File: config.mk
export PLATFORM = sky130hd
export DESIGN_NAME = hazard_stall_unit
export DESIGN_NICKNAME = d
export VERILOG_FILES = /design/src/rtl/hazard_stall_unit.sv
export SDC_FILE = /design/constraint.sdc
export NUM_CORES = 1
export LEC_CHECK = 0
export CAP_MARGIN = 20
export CORE_UTILIZATION = 35
export CTS_CLUSTER_DIAMETER = 80
export CTS_CLUSTER_SIZE = 20
export DETAILED_ROUTE_END_ITERATION = 10
export GPL_TIMING_DRIVEN = 0
export HOLD_SLACK_MARGIN = 0.06
export MAX_ROUTING_LAYER = met4
export SLEW_MARGIN = 5
export SYNTH_ARGS = -nofsm -noshare
export SYNTH_HDL_FRONTEND = slang
export SYNTH_SLANG_ARGS = --single-unit
File: constraint.sdc
create_clock -name clk -period 4.3 [get_ports clk]
set_input_delay 0.645 -clock clk [delete_from_list [all_inputs] [get_ports clk]]
set_output_delay 0.645 -clock clk [all_outputs]
set_load 0.05 [all_outputs]
File: src/rtl/hazard_stall_unit.sv
// -----------------------------------------------------------------------------
// hazard_stall_unit
//
// Hazard and stall controller for the 5-stage MIPS32 pipeline. It detects
// these conditions:
//   - load-use hazards between EX and ID,
//   - taken branches resolved in MEM,
//   - jumps decoded in ID,
//   - multi-cycle data-memory waits.
// It then drives the pipeline enables, the flush and the freeze controls.
//
// Handshake / timing contract:
//   - All control outputs (ex_stall, pc_write, if_id_write, if_id_flush,
//     pipe_freeze) are Mealy. They are a pure function of the current state
//     and the current inputs, so they act in the same cycle the condition is
//     seen.
//   - mem_ready qualifies mem_req. A cycle with mem_req=1 and mem_ready=0 is
//     a wait cycle. A cycle with both high completes the access.
//   - mem_timeout and stall_count are registered. They change on the clk
//     edge that ends the cycle being accounted for.
//
// Ports:
//   clk, rst          rising-edge clock, synchronous active-high reset
//   if_id_rs/rt       source specifiers of the instruction in ID
//   if_id_uses_rt     ID instruction actually reads rt
//   id_ex_mem_read    instruction in EX is a load
//   id_ex_rt          load destination in EX
//   jump              nonzero when ID holds a jump
//   branch_taken      branch resolved taken in MEM
//   mem_req/ready     data-memory access request / completion
//   ex_stall          bubble request to the ID control mux
//   pc_write          PC enable
//   if_id_write       IF/ID enable
//   if_id_flush       clear IF/ID to NOP
//   pipe_freeze       hold ID/EX, EX/MEM, MEM/WB
//   mem_timeout       sticky memory-wait abort flag
//   stall_count       saturating count of cycles with pc_write=0
//   dbg_state         FSM state (0=RUN, 1=MEM_WAIT, 2=BR_FLUSH) for checkers
// -----------------------------------------------------------------------------
module hazard_stall_unit #(
  parameter int REG_ADDR_W   = 5,
  parameter int FLUSH_CYCLES = 1,
  parameter int MEM_TIMEOUT  = 64,
  parameter int CNT_W        = 32
) (
  input  logic                  clk,
  input  logic                  rst,
  input  logic [REG_ADDR_W-1:0] if_id_rs,
  input  logic [REG_ADDR_W-1:0] if_id_rt,
  input  logic                  if_id_uses_rt,
  input  logic                  id_ex_mem_read,
  input  logic [REG_ADDR_W-1:0] id_ex_rt,
  input  logic [1:0]            jump,
  input  logic                  branch_taken,
  input  logic                  mem_req,
  input  logic                  mem_ready,
  output logic                  ex_stall,
  output logic                  pc_write,
  output logic                  if_id_write,
  output logic                  if_id_flush,
  output logic                  pipe_freeze,
  output logic                  mem_timeout,
  output logic [CNT_W-1:0]      stall_count,
  output logic [1:0]            dbg_state
);

  typedef enum logic [1:0] {
    RUN      = 2'd0,
    MEM_WAIT = 2'd1,
    BR_FLUSH = 2'd2
  } state_t;

  localparam logic [2:0] FLUSH_RELOAD = 3'(FLUSH_CYCLES - 1);
  localparam logic [7:0] WAIT_LAST    = 8'(MEM_TIMEOUT - 1);

  state_t     state, state_nxt;
  logic [2:0] flush_cnt, flush_cnt_nxt;
  logic [7:0] wait_cnt, wait_cnt_nxt;
  logic       timeout_set;
  logic       apply_run;
  logic       skip_mem;
  logic       load_use;
  logic       mem_wait;

  // A load into $zero never produces a value worth waiting for.
  assign load_use = id_ex_mem_read && (id_ex_rt != '0) &&
                    ((id_ex_rt == if_id_rs) ||
                     (if_id_uses_rt && (id_ex_rt == if_id_rt)));
  assign mem_wait = mem_req && !mem_ready;

  assign dbg_state = state;

  always_comb begin
    ex_stall      = 1'b0;
    pc_write      = 1'b1;
    if_id_write   = 1'b1;
    if_id_flush   = 1'b0;
    pipe_freeze   = 1'b0;
    state_nxt     = state;
    flush_cnt_nxt = flush_cnt;
    wait_cnt_nxt  = wait_cnt;
    timeout_set   = 1'b0;
    apply_run     = 1'b0;
    skip_mem      = 1'b0;

    case (state)
      RUN: apply_run = 1'b1;

      MEM_WAIT: begin
        if (mem_wait && (wait_cnt != WAIT_LAST)) begin
          pipe_freeze  = 1'b1;
          pc_write     = 1'b0;
          if_id_write  = 1'b0;
          wait_cnt_nxt = wait_cnt + 8'd1;
        end else begin
          // Either the access completed or the wait budget is exhausted.
          // In both cases the freeze is released this cycle, and the other
          // hazard inputs get normal RUN treatment. On timeout mem_req is
          // still high, so it must not re-arm the freeze in the same cycle.
          timeout_set  = mem_wait;
          skip_mem     = 1'b1;
          wait_cnt_nxt = '0;
          state_nxt    = RUN;
          apply_run    = 1'b1;
        end
      end

      BR_FLUSH: begin
        if (mem_wait && (wait_cnt != WAIT_LAST)) begin
          // Freeze overrides the flush. flush_cnt holds so the flush window
          // resumes intact once memory answers.
          pipe_freeze  = 1'b1;
          pc_write     = 1'b0;
          if_id_write  = 1'b0;
          wait_cnt_nxt = wait_cnt + 8'd1;
        end else begin
          timeout_set  = mem_wait;
          wait_cnt_nxt = '0;
          if_id_flush  = 1'b1;
          ex_stall     = 1'b1;
          if (branch_taken) begin
            flush_cnt_nxt = FLUSH_RELOAD;
          end else if (flush_cnt <= 3'd1) begin
            flush_cnt_nxt = '0;
            state_nxt     = RUN;
          end else begin
            flush_cnt_nxt = flush_cnt - 3'd1;
          end
        end
      end

      default: state_nxt = RUN;
    endcase

    if (apply_run) begin
      if (mem_wait && !skip_mem) begin
        pipe_freeze  = 1'b1;
        pc_write     = 1'b0;
        if_id_write  = 1'b0;
        state_nxt    = MEM_WAIT;
        wait_cnt_nxt = 8'd1;
      end else if (branch_taken) begin
        if_id_flush = 1'b1;
        ex_stall    = 1'b1;
        if (FLUSH_CYCLES > 1) begin
          state_nxt     = BR_FLUSH;
          flush_cnt_nxt = FLUSH_RELOAD;
        end
      end else if (jump != 2'd0) begin
        if_id_flush = 1'b1;
      end else if (load_use) begin
        // The stalled load moves on next cycle and leaves a bubble in EX,
        // so the hazard clears by itself after one cycle.
        ex_stall    = 1'b1;
        pc_write    = 1'b0;
        if_id_write = 1'b0;
      end
    end

    // Reset forces the default outputs in the reset cycle itself.
    if (rst) begin
      ex_stall    = 1'b0;
      pc_write    = 1'b1;
      if_id_write = 1'b1;
      if_id_flush = 1'b0;
      pipe_freeze = 1'b0;
      timeout_set = 1'b0;
    end
  end

  always_ff @(posedge clk) begin
    if (rst) begin
      state       <= RUN;
      flush_cnt   <= '0;
      wait_cnt    <= '0;
      mem_timeout <= 1'b0;
      stall_count <= '0;
    end else begin
      state     <= state_nxt;
      flush_cnt <= flush_cnt_nxt;
      wait_cnt  <= wait_cnt_nxt;
      if (timeout_set) begin
        mem_timeout <= 1'b1;
      end
      if (!pc_write && (stall_count != '1)) begin
        stall_count <= stall_count + 1'b1;
      end
    end
  end

endmodule

==> metrics list, run 1 <==
* Sinks on Clock Net: between 40 and 50
- Total clock buffers created by CTS: 5
- Cell type with the largest total area after synthesis: sky130_fd_sc_hd__dfxtp_1
- Dividing the final minimum period by the clock period gives 96.6%.
* Number of pins exceeding their max-slew limit in the final report: 0
- Reg power frac: between 40% and 50%
- Overall Global Routing Usage: 19.3%
* DRC errors left: 0
* Post-route minimum period: 4150 ps
- The placed instances occupy a cell area of 3610 sq um.
- After routing, the total negative slack on setup checks comes to 0 ps.
* Area of the mapped netlist: 2850 sq um
- The die covers 8520 sq um.
- Proportion of synthesized flip-flops having asynchronous set or reset: 0%
- Vias in the first global route: 2643
- Maximum resistive drop on vdd: 0.000126 V
- Achievable clock frequency: 0.241 GHz
- The internal portion of the total power is 723 uW.
- Gpl congestion: 0.882
- TritonCTS built the clock tree.
- The first global-routing pass estimated 12900 um of wire.
* Leakage power: 0.00124 uW
- Synth top area share: 32.3%
* Layout overhead on the synthesized area: 31.7%
- By startpoint and endpoint, the worst setup path is classified as in -> out.
- Of the total power, the share spent switching nets is 22.7%.
* Final design instance area without fill: 3760 sq um
- On the final layout, the worst clock skew is around 11 ps.
- Clock-pin slew was measured on the worst setup and hold paths at 80 ps.
* Net count after synthesis: 378
- XOR/XNOR share of the synthesized area: 4.91%
- Number of max-cap violations: 0
* Floorplan core area: 7810 sq um
- For the worst setup path, the data arrival time is 3510 ps.
- Count of cell types in the netlist: 57
- Leading register cell type out of synthesis: sky130_fd_sc_hd__dfxtp_1
- STA classifies the critical path endpoint as an output port.
- Outcome: finished, final reports clean
* Worst-case clock buffer depth: 2
- Clock group share of total power: between 40% and 50%
- Post-synthesis cell count: 346
* Chip width: 92.3 um
- Detailed placement ended at an HPWL of slightly below 6000 um.
- The signal on the critical path passes through clkdlybuf4s50_1 -> or4_1 -> o21a_1 -> a41oi_2 -> buf_4 -> buf_6 -> buf_6 -> clkdlybuf4s50_1.
* Worst Tran Pin Value: about 610 ps
* Yosys warning count: 0
- Die H: 92.3 um
- The worst hold path belongs to the class reg -> reg.
- Count of pins on the block boundary: 64
- DRC marker count from the first detailed-route iteration: 177
- In this run the tightest slew margin relative to its limit is 58.9%.
- Along the worst path, the maximum fanout reaches 11.
- The worst setup path is launched from an input pin.
- Buf/Inv on CP: 5
* Antenna fix cells: 0
- Mean area per synthesized cell: 8.25 sq um
* Count of final hold-check violations: 0
* Adder-Cell Fraction of Synth Area: 3.51%
* Top cells by area in the synthesized netlist: sky130_fd_sc_hd__dfxtp_1, sky130_fd_sc_hd__a21oi_1, sky130_fd_sc_hd__or4_1
- The slowest stage of the critical path is the sky130_fd_sc_hd__clkdlybuf4s50_1 cell.
* Category of cells accounting for the largest share of critical-path delay: buffers and inverters
- Of the cells placed in the final design, the portion with a size suffix greater than 1 is 9.59%.
- The synthesized design contains 0 enable-type register cells.
* Synthesized flop and latch total: 46
* Number of inserted filler cells in the final layout: 792
* Number of buffers added on ports: 63
- Power density relative to cell area: 249 nW/um^2
* Cell Rows: 32
- Setup repair after global routing missed its margin: no
* Root Buffer Master: sky130_fd_sc_hd__clkbuf_8
- Entering global routing, the biggest net connects 15 pins.
- The share of the Yosys chip area taken by registers is approximately a third.
- Summing the areas of all compound-gate instances in the mapped netlist gives 17.7% of the synthesized area.
- Via total after detailed routing: 2836
- The pre-antenna-repair detailed-routing pass consisted of 4 iterations.
- Once the floorplan was initialized, standard cells occupied between 30% and 40% of the core.
* Wire length per cell: 15.0 um
- For this run, the post-layout net count is roughly 450.
* Number of antenna violations at the first check in global routing: 0
- Level count of the clock H-tree: 2
* Overall routed net length: 7800 um
- Largest stage delay on the critical path: 810 ps
* Post-Synth Simple-Gate Area: 32.5%
- Worst EP required: 3650 ps
- In the synthesized netlist, mux cells make up about 3.4% of the area.
- Combinational power share: 11.6%
* Sum of overflow across all layers after global routing: 0
- Dominant combinational cell family by area after synthesis: simple AND/OR/NAND/NOR gates
- Setup violations remaining at the end of the flow were counted as 0.
- Remaining number of nets flagged by the antenna check after routing: 0
- The analysis attributes to net switching a power of around 210 uW.
* Clock insertion delay at the later pin of the skew report: 300 ps
- Per-cell via count in the routed design: 5.46
state kept, by name, summed over array words and instances (netlist names):
name         flops
mem_timeout      1
stall_count     32
dbg_state        2
flush_cnt        3
wait_cnt         8
area by class of cell:
class | instances | area, sq um | share of cell area, %
plain buffers | 18 | 110 | 2.93
inverters | 14 | 52.6 | 1.40
clock inverters | 2 | 60.1 | 1.60
multi-input cells | 268 | 1770 | 47.1
repair buffers | 63 | 633 | 16.8
well taps | 102 | 128 | 3.40
clock buffers | 6 | 82.6 | 2.20
flip-flops and latches | 46 | 921 | 24.5
power groups by stage:
stage	sequential (uW)	combinational [uW]	clock [uW]
after floorplan	444	57.5	0
after global placement	441	108	0
after detailed placement	441	109	0
after CTS	431	109	407
after global routing	431	117	429
final	431	108	397
synthesized netlist by cell type (2+ instances only):
| master | count |
|---|---|
| sky130_fd_sc_hd__inv_1 | 14 |
| sky130_fd_sc_hd__clkbuf_1 | 7 |
| sky130_fd_sc_hd__nor3_1 | 8 |
| sky130_fd_sc_hd__or3_1 | 5 |
| sky130_fd_sc_hd__nor3_4 | 2 |
| sky130_fd_sc_hd__or2_2 | 2 |
| sky130_fd_sc_hd__o311ai_0 | 3 |
| sky130_fd_sc_hd__and4_1 | 3 |
| sky130_fd_sc_hd__o41ai_1 | 3 |
| sky130_fd_sc_hd__buf_6 | 4 |
| sky130_fd_sc_hd__nand2_1 | 29 |
| sky130_fd_sc_hd__nand4_2 | 2 |
| sky130_fd_sc_hd__buf_4 | 2 |
| sky130_fd_sc_hd__o21ai_1 | 4 |
| sky130_fd_sc_hd__nor2_1 | 32 |
| sky130_fd_sc_hd__ha_1 | 8 |
| sky130_fd_sc_hd__xor2_1 | 4 |
| sky130_fd_sc_hd__and3_1 | 5 |
| sky130_fd_sc_hd__nor4_1 | 6 |
| sky130_fd_sc_hd__nor4_2 | 2 |
| sky130_fd_sc_hd__o21a_1 | 2 |
| sky130_fd_sc_hd__nand4_1 | 13 |
| sky130_fd_sc_hd__xnor2_1 | 12 |
| sky130_fd_sc_hd__or4_1 | 17 |
| sky130_fd_sc_hd__mux2_2 | 6 |
| sky130_fd_sc_hd__nand2b_1 | 2 |
| sky130_fd_sc_hd__o21ai_0 | 6 |
| sky130_fd_sc_hd__dfxtp_1 | 46 |
| sky130_fd_sc_hd__mux2i_1 | 3 |
| sky130_fd_sc_hd__a21oi_1 | 29 |
| sky130_fd_sc_hd__nand3_1 | 16 |
| sky130_fd_sc_hd__buf_2 | 4 |
| sky130_fd_sc_hd__o31ai_1 | 15 |
| sky130_fd_sc_hd__nor2b_1 | 7 |
worst min-delay path, cell delays in order (launching register included):
cell and delay [ps]:
sky130_fd_sc_hd__dfxtp_1 340, sky130_fd_sc_hd__nand2_1 60, sky130_fd_sc_hd__mux2i_1 50
cell families after synthesis:
kind of cell               Yosys count
AOI/OAI and AO/OA                   75
buffers and inverters               32
xor gates and xnor gates            16
and+or+nand+nor                    160
DFF                                 46
muxes                                9
adders and majority gates            8
routing by layer:
metal,global-route usage [%],routed length [um],vias to the layer above
met5,-,0,-
met3,2.96,324,6
li1,-,-,1425
met2,29.6,3500,74
met1,26.4,3900,1331
met4,4.82,70,0
through the flow:
step | hold WS (ps) | util, % | setup WS (ps) | instances | total power, uW
after floorplan | 467 | - | 911 | 346 | 502
after global placement | 478 | 46.3 | 48.3 | 511 | 549
after global routing | 533 | 48.1 | 27.0 | 519 | 977
final | 490 | 48.1 | 147 | 519 | 935
after CTS | 495 | 48.1 | 33.1 | 519 | 947
after detailed placement | 482 | 46.3 | 37.1 | 511 | 550
path summary, 6_finish.rpt:
| path | start | to | slack, ps | cells after the start |
|---|---|---|---|---|
| worst max-delay path | id_ex_rt[1] | if_id_write | 150 | 8 |
| worst min-delay path | stall_count[29] | stall_count[29] | 490 | 2 |
| worst max register to register | dbg_state[0] | stall_count[5] | 1640 | 9 |
| worst min register to register | stall_count[29] | stall_count[29] | 490 | 2 |
placed cells by master (no fill, tap or decap), types with 5 or more instances in the layout:
cell and count:
sky130_fd_sc_hd__and3_1 5, sky130_fd_sc_hd__nor4_1 6, sky130_fd_sc_hd__mux2_2 6, sky130_fd_sc_hd__or3_1 5, sky130_fd_sc_hd__a21oi_1 29, sky130_fd_sc_hd__ha_1 8
sky130_fd_sc_hd__nor2_1 32, sky130_fd_sc_hd__clkdlybuf4s50_1 62, sky130_fd_sc_hd__dfxtp_1 46, sky130_fd_sc_hd__nand2_1 29, sky130_fd_sc_hd__nor3_1 8, sky130_fd_sc_hd__or4_1 17
sky130_fd_sc_hd__clkbuf_8 6, sky130_fd_sc_hd__nand4_1 13, sky130_fd_sc_hd__nand3_1 16, sky130_fd_sc_hd__inv_1 14, sky130_fd_sc_hd__xnor2_1 12, sky130_fd_sc_hd__o31ai_1 15
sky130_fd_sc_hd__nor2b_1 7, sky130_fd_sc_hd__clkbuf_1 7, sky130_fd_sc_hd__o21ai_0 6
timing repair:
| item | 4_1_cts | 5_1_grt |
|---|---|---|
| hold buffers | 0 | 0 |
| setup endpoints to repair | 0 | 1 |
| resized for setup | 0 | 1 |
| buffers inserted | 0 | 0 |
No activity file was read; power rests on OpenSTA's default activity.
==> inputs of run 2 (changes only) <==
--- a/config.mk
+++ b/config.mk
@@ -10,7 +10,7 @@
 export CTS_CLUSTER_DIAMETER = 80
 export CTS_CLUSTER_SIZE = 20
 export DETAILED_ROUTE_END_ITERATION = 10
-export GPL_TIMING_DRIVEN = 0
+export GPL_TIMING_DRIVEN = 1
 export HOLD_SLACK_MARGIN = 0.06
 export MAX_ROUTING_LAYER = met4
 export SLEW_MARGIN = 5
==> constraint.sdc (replaced) <==
create_clock -name clk -period 4.3 [get_ports clk]
set_input_delay 0.86 -clock clk [delete_from_list [all_inputs] [get_ports clk]]
set_output_delay 0.86 -clock clk [all_outputs]
set_load 0.05 [all_outputs]
==> metrics list, run 2 (same netlist as run 1, synthesis figures left out) <==
- Outcome: finished, final reports clean (unchanged)
* Floorplan die area: 8520 sq um (unchanged)
* DRC marker count from the first detailed-route iteration: 109 (was 177)
* Beginning of the critical path: id_ex_rt[1] (unchanged)
- The total negative slack for setup checks is 0 ps (unchanged).
- The startpoint of the worst-slack reg-to-reg timing path was dbg_state[0] (unchanged).
- DRC errors left: 0 (unchanged)
* Fin cells: 504 (was 519)
- The endpoint class of the critical path was an output port (unchanged).
- The number of diodes was 0 (unchanged).
* Sinks on Clock Net: 46 (unchanged)
* Max Fanout on Critical Path: 8 (was 11)
* Maximum resistive drop on vdd: 0.000116 V (was 0.000126 V)
* First-pass GRT wire length: 11700 um (was 12900 um)
- The kind of critical path is in -> out (unchanged).
* Classification of the worst-slack hold path: reg -> reg (unchanged)
* Count of pins on the block boundary: 64 (unchanged)
* Hold slack final: 481 ps (was 490 ps)
* Largest net degree at the start of global routing: 52 (was 15)
* Remaining number of nets flagged by the antenna check after routing: 0 (unchanged)
- Vias in the first global route: 2544 (was 2643)
* Power density relative to cell area: 233 nW/um^2 (was 249 nW/um^2)
- The final core utilization came to 47.0% (was 48.1%).
- Number of detailed-routing iterations run before antenna repair: 4 (unchanged)
* Post-cts sizing count: 0 (unchanged)
- Setup repair after global routing missed its margin: no (unchanged)
- The routed via count came to 2743 (was 2836).
- Post-layout power: 857 uW (was 935 uW)
* Clock tree from TritonCTS: built (unchanged)
- Chip width: 92.3 um (unchanged)
* Number of buffers added on ports: 63 (unchanged)
* Overall routed net length: 6930 um (was 7800 um)
* Number of inserted filler cells in the final layout: 795 (was 792)
- The largest clock skew in the final design was 13.6 ps (was 11.3 ps).
* Number of max-cap violations: 0 (unchanged)
- Worst EP required: 3440 ps (was 3650 ps)
- The TritonCTS buffer count was 5 (unchanged).
- Sum of overflow across all layers after global routing: 0 (unchanged)
- The area of the core was 7810 sq um (unchanged).
- Hold buffers post-CTS: 0 (unchanged)
- Count of placed standard cells including taps: 496 (was 511)
* Level count of the clock H-tree: 2 (unchanged)
- The sort of element at the start of the critical path is an input pin (unchanged).
- The clock period minus worst slack is 3590 ps (was 4150 ps).
* Layout cell share with drive strength beyond 1: 9.20% (was 9.59%)
* Most frequent standard cell in the layout excluding fill and tap cells: sky130_fd_sc_hd__clkdlybuf4s50_1 (unchanged)
* Max reg flops: 32 (unchanged)
- Die H: 92.3 um (unchanged)
- The clock-pin slew on the worst setup and hold paths came to 90 ps (was 80 ps).
* Commonest cells after routing, fill and taps aside: sky130_fd_sc_hd__clkdlybuf4s50_1, sky130_fd_sc_hd__dfxtp_1, sky130_fd_sc_hd__nor2_1, sky130_fd_sc_hd__a21oi_1, sky130_fd_sc_hd__nand2_1 (unchanged)
- Clock insertion delay at the later pin of the skew report: 300 ps (about the same)
- The source of the worst hold timing path is mem_timeout (was stall_count[29]).
- The area added between synthesis and finish is 28.6% (was 31.7%).
* Registers with the highest flip-flop counts: stall_count: 32 flops, wait_cnt: 8 flops, flush_cnt: 3 flops (unchanged)
- DPL Wire Length: 4980 um (was 5770 um)
- Number of antenna violations at the first check in global routing: 0 (unchanged)
- Worst-case clock buffer depth: 2 (unchanged)
* Arr. time, crit path: 2730 ps (was 3510 ps)
- The average via count per standard cell was 5.44 (was 5.46).
- The slew of the pin with the lowest slew margin came to 963 ps (was 610 ps).
- Ratio of final minimum period to clock period: 83.6% (was 96.6%)
- The number of failing setup endpoints in the final timing report was 0 (unchanged).
- The register ranked first by flip-flop count is stall_count (unchanged).
- Number of pins exceeding their max-slew limit in the final report: 0 (unchanged)
- The overall track demand over capacity in global routing came to 17.3% (was 19.3%).
* Final net count: 433 (was 448)
* Wire length per cell: 13.7 um (was 15.0 um)
- Worst slew margin: 35.8% (was 58.9%)
- The top achievable clock speed is 0.278 GHz (was 0.241 GHz).
* Root Buffer Master: sky130_fd_sc_hd__clkbuf_8 (unchanged)
* Leakage power: 0.00119 uW (was 0.00124 uW)
- Count of final hold-check violations: 0 (unchanged)
* Gpl congestion: 0.825 (was 0.882)
- The row count is 32 (unchanged).
- Number of buffers added for setup after CTS: 0 (unchanged)
- Initial core utilization: 36.6% (unchanged)
==> run 2: area by class of cell <==
cell class / count / area [sq um] / share of cell area [%]
Multi-Input combinational cell: 268 / 1780 / 48.5
Tap cell: 102 / 128 / 3.48
Clock inverter: 2 / 37.5 / 1.02
Sequential cell: 46 / 921 / 25.1
Inverter: 14 / 52.6 / 1.43
Clock buffer: 6 / 72.6 / 1.98
Timing Repair Buffer: 66 / 678 / 18.5
==> run 2: through the flow <==
| stage | cell area [sq um] | setup slack (ps) |
|---|---|---|
| after floorplan | 2850 | 696 |
| after global placement | 3560 | 708 |
| after detailed placement | 3560 | 689 |
| after CTS | 3670 | 688 |
| after global routing | 3670 | 622 |
| final | 3670 | 706 |
==> run 2: worst paths after layout <==
kind                     to  slack, ps  cells after the start
min             mem_timeout        480                      2
max reg2reg  stall_count[7]       1360                      8
min reg2reg     mem_timeout        480                      2
max             if_id_write        710                      5
==> run 2: report_power, final <==
part           internal [uW]  switching, uW  total, uW
logic                   46.0           58.5        105
registers                428           2.89        431
clock network            174            148        322
total                    647            209        857
==> run 2: per-layer routing <==
| metal | global-route usage [%] | routed length [um] | vias to the layer above |
|---|---|---|---|
| met4 | 5.08 | 58 | 0 |
| li1 | - | - | 1394 |
| met2 | 26.9 | 3200 | 62 |
| met3 | 2.13 | 274 | 5 |
| met5 | - | 0 | - |
| met1 | 23.5 | 3390 | 1282 |
==> run 2: worst max-delay path, cell delays in order <==
cell	delay, ps
sky130_fd_sc_hd__clkdlybuf4s50_1	460
sky130_fd_sc_hd__or4_1	550
sky130_fd_sc_hd__o21a_1	230
sky130_fd_sc_hd__a41oi_4	430
sky130_fd_sc_hd__buf_12	190
==> inputs of run 3 (changes only) <==
==> constraint.sdc (replaced) <==
create_clock -name clk -period 2.9 [get_ports clk]
set_input_delay 0.58 -clock clk [delete_from_list [all_inputs] [get_ports clk]]
set_output_delay 0.58 -clock clk [all_outputs]
set_load 0.05 [all_outputs]
==> metrics list, run 3 (same netlist as run 1, synthesis figures left out) <==
- Cell Rows: 32 (unchanged)
- The count of filler cells inserted in the layout came to 771 (was 795).
* Post-layout power: 1290 uW (was 857 uW)
- The startpoint of the worst-slack reg-to-reg timing path was dbg_state[0] (unchanged).
- Remaining number of nets flagged by the antenna check after routing: 0 (unchanged)
- The I/O pin total is 64 (unchanged).
- Overall Global Routing Usage: 17.6% (was 17.3%)
- The vertical die dimension is 92.3 um (unchanged).
- Registers with the highest flip-flop counts: stall_count: 32 flops, wait_cnt: 8 flops, flush_cnt: 3 flops (unchanged).
- The x dimension of the die is 92.3 um (unchanged).
- The number of cells on the worst hold path came to 2 (unchanged).
- Arr. time, crit path: 2230 ps (was 2730 ps)
- Number of detailed-routing iterations run before antenna repair: 4 (unchanged)
* DRC errors left: 0 (unchanged)
- Worst EP required: 2320 ps (was 3440 ps)
- The area of the core came to 7810 sq um (unchanged).
- Per-cell via count in the routed design: 5.39 (was 5.44)
- The global-route wire length before repair was 11900 um (was 11700 um).
* Vias in the first global route: 2554 (was 2544)
* Worst Tran Pin Value: 520 ps (was 963 ps)
* Design internal power: 967 uW (was 647 uW)
- The standby leakage power is 0.00135 uW (was 0.00119 uW).
* Fin worst setup slack: 90.4 ps (was 706 ps)
- The worst setup timing slack at the placement stage was -121 ps (was 689 ps).
- The largest clock skew in the final design was 9.49 ps (was 13.6 ps).
- Overall routed net length: 7280 um (was 6930 um)
- Cell depth of the worst setup path: 7 (was 5)
- Critical-path cell list: dlygate4sd2_1 -> or4_4 -> o21a_1 -> a31oi_1 -> nor2_1 -> o211a_1 -> buf_6 (was clkdlybuf4s50_1 -> or4_1 -> o21a_1 -> a41oi_4 -> buf_12)
- Layout cell share with drive strength beyond 1: 15.3% (was 9.20%)
- Via total after detailed routing: 2847 (was 2743)
* Critical Path Slowest Stage Cell: sky130_fd_sc_hd__or4_4 (was sky130_fd_sc_hd__or4_1)
* Final design instance area without fill: 3920 sq um (was 3670 sq um)
* Ratio of final minimum period to clock period: 96.9%
- Wire length per cell: 13.8 um (was 13.7 um)
- Beginning of the critical path: id_ex_rt[2] (was id_ex_rt[1])
* Power density relative to cell area: 329 nW/um^2 (was 233 nW/um^2)
* Worst R2R End: stall_count[27] (was stall_count[7])
- The kind of cell adding the most delay to the critical path is compound AO/OA/AOI/OAI gates (unchanged).
- Max Fanout on Critical Path: 2 (was 8)
- The register ranked first by flip-flop count is stall_count (unchanged).
- Setup crit start kind: input pin (unchanged)
- Setup-violating endpoint count in the final report: 0 (unchanged)
- The clock group share of total power was 36.0% (was 37.5%).
- Floorplan die area: 8520 sq um (unchanged)
- Antenna fix cells: 0 (unchanged)
- Maximum resistive drop on vdd: 0.000153 V (was 0.000116 V)
* Sw Share: 25.1% (was 24.4%)
- Initial core utilization: 36.6% (unchanged)
- Outcome: finished, final reports clean (unchanged).
- Max reg flops: 32 (unchanged)
- Classification of the worst-slack hold path: reg -> reg (unchanged)
* Sum of overflow across all layers after global routing: 0 (unchanged)
* Count of final hold-check violations: 0 (unchanged)
- The pin count of the biggest net entering global routing was 26 (was 52).
- The final layout net count is 458 (was 433).
* Clock transition at the registers of the reported paths: 90 ps (about the same)
- The TritonCTS clock tree is built (unchanged).
* Number of buffers added on ports: 63 (unchanged)
- The cell count after placement came to 519 (was 496).
* Post-route minimum period: 2810 ps
- Type of destination of the critical path: output port (unchanged)
- Area after DPL: 3790 sq um (was 3560 sq um)
- Switching power of the nets: 324 uW (was 209 uW)
- Number of max-cap violations: 0 (unchanged)
- Sinks on Clock Net: 46 (unchanged)
- Root Buffer Master: sky130_fd_sc_hd__clkbuf_8 (unchanged)
- Cell depth of the worst flop-to-flop path: 10 (was 8)
* Register-to-register path setup slack: 200 ps (was 1360 ps)
- The number of standard cells in the layout, taps in and fillers out was 528 (was 504).
* Hold buffers post-CTS: 0 (unchanged)
- The initial antenna violation count came to 0 (unchanged).
- Setup repair after global routing missed its margin: no (unchanged)
- Commonest cells after routing, fill and taps aside: sky130_fd_sc_hd__clkdlybuf4s50_1, sky130_fd_sc_hd__dfxtp_1, sky130_fd_sc_hd__nor2_1, sky130_fd_sc_hd__a21oi_1, sky130_fd_sc_hd__nand2_1 (unchanged)
- Worst-case clock buffer depth: 2 (unchanged)
* DRC marker count from the first detailed-route iteration: 130 (was 109)
- Layout overhead on the synthesized area: 37.4% (was 28.6%)
- The clock latency of the later-clocked register in the worst-skew pair came to 300 ps (about the same).
- The placer congestion estimate came to 0.831 (was 0.825).
- The number of buffer and inverter stages on the critical path came to 2 (unchanged).
- Based on the critical path, the design can be clocked at up to 0.356 GHz.
- Level count of the clock H-tree: 2 (unchanged)
* Largest stage delay on the critical path: 530 ps (was 550 ps)
- The kind of critical path is in -> out (unchanged).
- Number of pins exceeding their max-slew limit in the final report: 0 (unchanged)
- Capture point of the critical path: ex_stall (was if_id_write)
- Reg power frac: 49.4% (was 50.3%)
- The TritonCTS buffer count is 5 (unchanged).
- DPL Wire Length: 5460 um (was 4980 um)
- The relative contribution of combinational cells to total power came to 14.6% (was 12.2%).
- Most frequent standard cell in the layout excluding fill and tap cells: sky130_fd_sc_hd__clkdlybuf4s50_1 (unchanged)
* Worst slew margin: 65.2% (was 35.8%)
-- run 3: tightest hold or removal path: stages (launching register included) --
cell                      delay, ps
sky130_fd_sc_hd__dfxtp_1        350
sky130_fd_sc_hd__nand2_1         60
sky130_fd_sc_hd__mux2i_1         50
-- run 3: timing repair --
item                       in CTS  in global routing
setup buffers                   2                  0
pin swaps                       4                  1
resized for setup               6                  2
setup endpoints to repair       3                  6
-- run 3: layout make-up --
cell class                      count  area [sq um]  area share, %
Tap cell                          102           128           3.25
Sequential cell                    46           928           23.7
Multi-Input combinational cell    268          1800           45.9
Inverter                           14          52.6           1.34
Timing Repair Buffer               91           905           23.1
Clock buffer                        7           108           2.74
-- run 3: per-stage QoR --
step | util [%] | TNS, ps | hold WS, ps
after floorplan | - | 0 | 467
after global routing | 50.2 | 0 | 525
final | 50.2 | 0 | 498
after global placement | 48.5 | -130 | 468
after CTS | 50.1 | 0 | 501
after detailed placement | 48.5 | -340 | 488
-- run 3: worst min-delay path by stage --
stage                               start  slack [ps]         endpoint
after floorplan              flush_cnt[2]         470     flush_cnt[2]
after global placement        mem_timeout         470      mem_timeout
after detailed placement  stall_count[29]         490  stall_count[29]
after CTS                 stall_count[29]         500  stall_count[29]
after global routing         dbg_state[0]         520     dbg_state[0]
final                     stall_count[29]         500  stall_count[29]
-- run 3: layer usage --
metal  track usage, %  routed length, um
met1             22.8               3520
met2             29.0               3340
met3             2.55                341
met4             4.17                 82
met5                -                  0
-- run 3: power groups by stage --
stage | Clock, uW | Combinational (uW) | Sequential [uW]
after floorplan | 0 | 86.7 | 658
after global placement | 0 | 184 | 652
after detailed placement | 0 | 186 | 652
after CTS | 482 | 188 | 638
after global routing | 507 | 202 | 638
final | 465 | 188 | 638
